## src/rtl/seg7_scan_pkg.sv

```systemverilog
// Shared types and helpers for the 4-digit 7-segment scan controller.
// Holds the scan state encoding, digit geometry and the leading-zero mask.
package seg7_scan_pkg;

  localparam int NDIG  = 4;
  localparam int NIB_W = 4;

  typedef enum logic [1:0] {
    ST_IDLE  = 2'd0,
    ST_BLANK = 2'd1,
    ST_SHOW  = 2'd2
  } scan_state_t;

  // Bit k set means digit k may light; a digit is dark only when it and
  // every digit to its left hold zero. Digit 0 always lights.
  function automatic logic [NDIG-1:0] lz_mask(input logic [NDIG*NIB_W-1:0] v);
    logic seen;
    lz_mask = '0;
    seen    = 1'b0;
    for (int k = NDIG-1; k >= 1; k--) begin
      seen       = seen | (v[k*NIB_W +: NIB_W] != '0);
      lz_mask[k] = seen;
    end
    lz_mask[0] = 1'b1;
  endfunction

endpackage

```

## src/rtl/seg7_slot_timer.sv

```systemverilog
// Loadable down-counter timing one BLANK or SHOW slot of the display scan.
// tc_next predicts the terminal count after the coming edge.
module seg7_slot_timer
  import seg7_scan_pkg::*;
#(
  parameter int W = 3
) (
  input  logic         clk,
  input  logic         reset,
  input  logic         clr,
  input  logic         load,
  input  logic [W-1:0] load_val,
  output logic         tc,
  output logic         tc_next
);

  logic [W-1:0] cnt;
  logic [W-1:0] cnt_d;

  always_comb begin
    cnt_d = cnt;
    if (clr)
      cnt_d = '0;
    else if (load)
      cnt_d = load_val;
    else if (cnt != '0)
      cnt_d = cnt - 1'b1;
  end

  always_ff @(posedge clk) begin
    if (reset)
      cnt <= '0;
    else
      cnt <= cnt_d;
  end

  assign tc      = (cnt == '0);
  assign tc_next = (cnt_d == '0);

endmodule

```

## src/rtl/seg7_scan_ctrl.sv

```systemverilog
// Time-multiplexed scan controller for a 4-digit common-anode display feeding one Vr7seg decoder.
// Optional feature: define LEADING_ZERO_BLANK_EN to darken leading zero digits.
module seg7_scan_ctrl
  import seg7_scan_pkg::*;
#(
  parameter int DIV       = 4,
  parameter int BLANK_CYC = 1
) (
  input  logic                    clk,
  input  logic                    reset,
  input  logic                    enable,
  input  logic                    load,
  input  logic [NDIG*NIB_W-1:0]   data,
  output logic [NIB_W-1:0]        dig,
  output logic                    seg_en,
  output logic [NDIG-1:0]         an,
  output logic                    frame
);

  localparam int MAXC = (DIV > BLANK_CYC) ? DIV : BLANK_CYC;
  localparam int CW   = $clog2(MAXC + 1);
  localparam logic [CW-1:0] SHOW_LD  = CW'(DIV - 1);
  localparam logic [CW-1:0] BLANK_LD = CW'((BLANK_CYC > 0) ? BLANK_CYC - 1 : 0);
  localparam logic BLANK_ON = (BLANK_CYC > 0);

  scan_state_t           state, state_n;
  logic [1:0]            idx, idx_n;
  logic [NDIG*NIB_W-1:0] active, active_n;
  logic [NDIG*NIB_W-1:0] pending, pending_n;
  logic                  pend_valid, pend_valid_n;
  logic                  boundary;
  logic                  t_clr, t_load, tc, tc_next;
  logic [CW-1:0]         t_val;
  logic [NIB_W-1:0]      dig_n;
  logic                  seg_en_n, frame_n;
  logic [NDIG-1:0]       an_n, vis;

  seg7_slot_timer #(.W(CW)) u_timer (
    .clk      (clk),
    .reset    (reset),
    .clr      (t_clr),
    .load     (t_load),
    .load_val (t_val),
    .tc       (tc),
    .tc_next  (tc_next)
  );

  // Value staging and scan sequencing; swaps only at frame edges or while idle.
  always_comb begin
    state_n      = state;
    idx_n        = idx;
    active_n     = active;
    pending_n    = pending;
    pend_valid_n = pend_valid;
    t_clr        = 1'b0;
    t_load       = 1'b0;
    t_val        = SHOW_LD;
    boundary     = (state == ST_SHOW) && (idx == 2'(NDIG-1)) && tc;

    if (load) begin
      pending_n = data;
      if (boundary) begin
        active_n     = data;
        pend_valid_n = 1'b0;
      end else begin
        pend_valid_n = 1'b1;
      end
    end else if (pend_valid && (boundary || state == ST_IDLE)) begin
      active_n     = pending;
      pend_valid_n = 1'b0;
    end

    if (!enable) begin
      state_n = ST_IDLE;
      idx_n   = '0;
      t_clr   = 1'b1;
    end else begin
      case (state)
        ST_IDLE: begin
          idx_n  = '0;
          t_load = 1'b1;
          if (BLANK_ON) begin
            state_n = ST_BLANK;
            t_val   = BLANK_LD;
          end else begin
            state_n = ST_SHOW;
          end
        end
        ST_BLANK: begin
          if (tc) begin
            state_n = ST_SHOW;
            t_load  = 1'b1;
          end
        end
        ST_SHOW: begin
          if (tc) begin
            idx_n  = idx + 1'b1;
            t_load = 1'b1;
            if (BLANK_ON) begin
              state_n = ST_BLANK;
              t_val   = BLANK_LD;
            end
          end
        end
        default: begin
          state_n = ST_IDLE;
          idx_n   = '0;
          t_clr   = 1'b1;
        end
      endcase
    end
  end

  // Outputs are decoded from the upcoming state so the flops line up with it.
  always_comb begin
    dig_n    = '0;
    an_n     = '0;
    seg_en_n = 1'b0;
    frame_n  = 1'b0;
`ifdef LEADING_ZERO_BLANK_EN
    vis = lz_mask(active_n);
`else
    vis = '1;
`endif
    case (state_n)
      ST_BLANK: dig_n = active_n[{idx_n, 2'b00} +: NIB_W];
      ST_SHOW: begin
        dig_n   = active_n[{idx_n, 2'b00} +: NIB_W];
        frame_n = (idx_n == 2'(NDIG-1)) && tc_next;
        if (vis[idx_n]) begin
          an_n     = NDIG'(1) << idx_n;
          seg_en_n = 1'b1;
        end
      end
      default: ;
    endcase
  end

  always_ff @(posedge clk) begin
    if (reset) begin
      state      <= ST_IDLE;
      idx        <= '0;
      active     <= '0;
      pending    <= '0;
      pend_valid <= 1'b0;
      dig        <= '0;
      an         <= '0;
      seg_en     <= 1'b0;
      frame      <= 1'b0;
    end else begin
      state      <= state_n;
      idx        <= idx_n;
      active     <= active_n;
      pending    <= pending_n;
      pend_valid <= pend_valid_n;
      dig        <= dig_n;
      an         <= an_n;
      seg_en     <= seg_en_n;
      frame      <= frame_n;
    end
  end

endmodule
```

## config.mk

```make
export PLATFORM = sky130hd
export DESIGN_NAME = seg7_scan_ctrl
export DESIGN_NICKNAME = d
export VERILOG_FILES = /design/src/rtl/seg7_scan_pkg.sv /design/src/rtl/seg7_slot_timer.sv /design/src/rtl/seg7_scan_ctrl.sv
export SDC_FILE = /design/constraint.sdc
export NUM_CORES = 1
export LEC_CHECK = 0
export CAP_MARGIN = 15
export CORE_MARGIN = 2
export CORE_UTILIZATION = 59
export DETAILED_ROUTE_END_ITERATION = 8
export PLACE_DENSITY = 0.84
export SYNTH_ARGS = -nofsm -noshare
export SYNTH_HDL_FRONTEND = slang
export SYNTH_SLANG_ARGS = --single-unit
```

## constraint.sdc

```tcl
create_clock -name clk -period 6.5 [get_ports clk]
set_clock_uncertainty 0.05 [all_clocks]
set_input_delay 1.3 -clock clk [delete_from_list [all_inputs] [get_ports clk]]
set_output_delay 1.3 -clock clk [all_outputs]
set_load 0.01 [all_outputs]
```

==> flow_summary_export.csv <==
group,metric,value,unit
run_status,status,"finished clean",
timing,whs,0.440,ns
power_and_ir_drop,p_total,0.604,mW
clocking,root_buffer,"clkbuf_8",
finish,layout.nets,336,
clocking,clk_latency,0.30,ns
clocking,tritoncts,"built",
timing,rsz0062_at_grt,"no",
yosys,syn_avg_cell_area,8.45,um2
clocking,post_cts_buffers,0,
yosys,synthCells,291,
die,start_util,0.615,
timing,period_needed,3.06,ns
placement,gp_congestion,0.864,
power_and_ir_drop,powerDensity,215,nW/um2
die,core-area,4000,um2
detailed_routing,via_per_inst,5.84,
timing,slew_viol_final,0,
worst_setup_path,critical_path_arrival,3.21,ns
yosys,synth_area,2460,um2
timing,slew-limit-headroom,0.341,
timing,setup_viol,0,
detailed_routing,routed_wirelength,5.37,mm
timing,period_share,0.471,
yosys,ys_seq_area_frac,0.407,
power_and_ir_drop,ir_worst_vdd,172,uV
timing,tightest_slew,0.989,ns
finish,syn_to_final_growth,14.3,%
grt,grt_start_max_net_pins,50,
power_and_ir_drop,p_leak,1.23,nW
die,die_area,4700,um2
clocking,cts_buffers,5,
clocking,htreeDepth,2,
worst_setup_path,crit_type,"register to register",
timing,setup-tns-final,0,ns
yosys,yosysTopAreaCellShare,0.407,
yosys,synth.area.top_cells,"dfxtp_1 (41%), mux2i_1 (6.9%), nand2_1 (6.1%)",
grt,grt_first_pass_wirelength,8.81,mm
clocking,cts.sinks,50,
grt,grt.overflow.total,0,
yosys,synthesis.nets,319,
timing,fmax,0.327,GHz
die,io_pins,30,
yosys,synth_cell_types,34,
finish,drive_gt1_frac,0.0453,
worst_setup_path,startpoint_type,"register",
detailed_routing,wl_per_cell,15.0,um
timing,hold_violations,0,
worst_setup_path,cp.required,6.65,ns
placement,dpl.cell_count,351,
clocking,cts_hold_buf,0,
grt,antenna_found_initial,0,
worst_setup_path,cp_max_fo,17,
finish,antennaDiodeCount,0,
worst_setup_path,cp-end-kind,"register",
grt,track_usage,0.254,
detailed_routing,drt_iter0_drc,146,
die,num_rows,23,
detailed_routing,ant_nets,0,
die,die_x,68.6,um
detailed_routing,dr_total_vias,2095,
detailed_routing,drc,0,
yosys,synth_top_cell_by_area,"dfxtp_1",
hold_path,min_path_type,"register to register",
finish,instances_no_fill,359,
finish,n_fill_cell,343,
yosys,ys_seq_elements,50,
placement,port-buffer-count,29,
clocking,ctsResizeCount,0,
detailed_routing,drt_first_pass_iters,5,
clocking,clk_path_buf_depth,2,
placement,hpwl,3.59,mm
yosys,yosysWarnings,0,
flow_run,maxCapViolCount,0,
grt,grt_pass1_vias,1913,
die,die_y,68.6,um
clocking,clk_pin_slew,0.09,ns
-- worst paths after layout --
kind | startpoint | end | slack [ns] | cells past startpoint
worst max-delay path | state[0] | dig[3] | 3.44 | 8
worst min-delay path | pending[10] | pending[10] | 0.44 | 2
worst max register to register | state[0] | dig[3] | 3.44 | 8
worst min register to register | pending[10] | pending[10] | 0.44 | 2
-- power breakdown --
group          internal (mW)  leakage [nW]  switching, mW
Combinational         0.0426         0.773         0.0460
Sequential             0.321         0.410        0.00892
Clock                 0.0860        0.0482         0.0989
Total                  0.450          1.23          0.154
-- synth_stat cells --
master and number:
o21ai_0 2, buf_4 2, o211ai_1 2, inv_1 6
buf_2 4, and3b_1 8, mux2_2 4, o211a_1 4
and2b_1 1, ha_1 8, or3_1 1, nand2_1 40
and3_1 3, nand2b_1 5, mux2_1 1, and4_1 1
a21o_1 1, nand3_1 23, buf_6 1, mux2i_1 17
and4b_1 1, nand4b_1 1, nor4_1 1, a22o_1 1
dfxtp_1 50, and2_1 12, o21ai_1 12, a21oi_1 14
nor2_1 34, clkbuf_1 13, a221o_1 12, o21ai_4 1
nor3_1 4, nand4bb_1 1
-- cell type report --
cell class	count	area, um2	share of cell area
clock buffers	7	86.3	0.0307
clock inverters	1	5.00	0.00178
inverters	6	22.5	0.00801
multi-input cells	215	1340	0.477
flip-flops and latches	50	1000	0.356
well taps	50	62.6	0.0223
repair buffers	30	293	0.104
-- sequential cells by signal, indices dropped and copies added, names as in the netlist --
name         count
pend_valid       1
dig              4
active          16
state            2
u_timer.cnt      3
idx              2
seg_en           1
pending         16
an               4
frame            1
-- stage by stage --
| step | setup WS [ns] | cell area, um2 | util |
|---|---|---|---|
| finish | 3.44 | 2810 | 0.703 |
| floorplan | 3.96 | 2460 | - |
| CTS | 3.51 | 2810 | 0.703 |
| global placement | 3.51 | 2720 | 0.680 |
| global route | 3.25 | 2810 | 0.703 |
| detailed placement | 3.50 | 2720 | 0.680 |
-- cells in the final DEF, fill, tap and decap left out, drive strengths merged, types with 7 or more instances in the layout --
cell,count
a221o,12
clkdlybuf4s50,28
and3b,8
o21ai,15
mux2i,17
a21oi,14
nand3,23
clkbuf,7
nor2,34
dfxtp,50
and2,12
nand2,40
ha,8
-- critical path: stages (launching register included) --
cell and delay [ns]:
dfxtp_1 0.40, inv_1 0.08, ha_1 0.30, nand4b_1 0.63
nand2_1 0.51, a221o_1 0.47, a21oi_1 0.27, o21ai_1 0.10
o211a_1 0.14
-- cells by family (layout without fill, tap and decap cells) --
logic type               after synthesis  count (layout)  synth area share
multiplexers                          22              22            0.0921
AND/OR/NAND/NOR                      136             136             0.271
AO/OA/AOI/OAI                         49              49             0.141
buffers and inverters                 26              44            0.0478
flip-flops                            50              50             0.407
adder cells (fa/ha/maj)                8               8            0.0407
-- per-layer routing --
layer  global-route usage  routed length (um)  part of all wire  vias to the layer above
met4               0.0925                  93             0.017                        0
met2                0.392                2550              0.48                       62
li1                     -                   -                 -                     1050
met3               0.0601                 311             0.058                        9
met1                0.345                2410              0.45                      974
met5                    0                   0                 0                        -
Note: power is estimated with default switching activity, not from simulation.
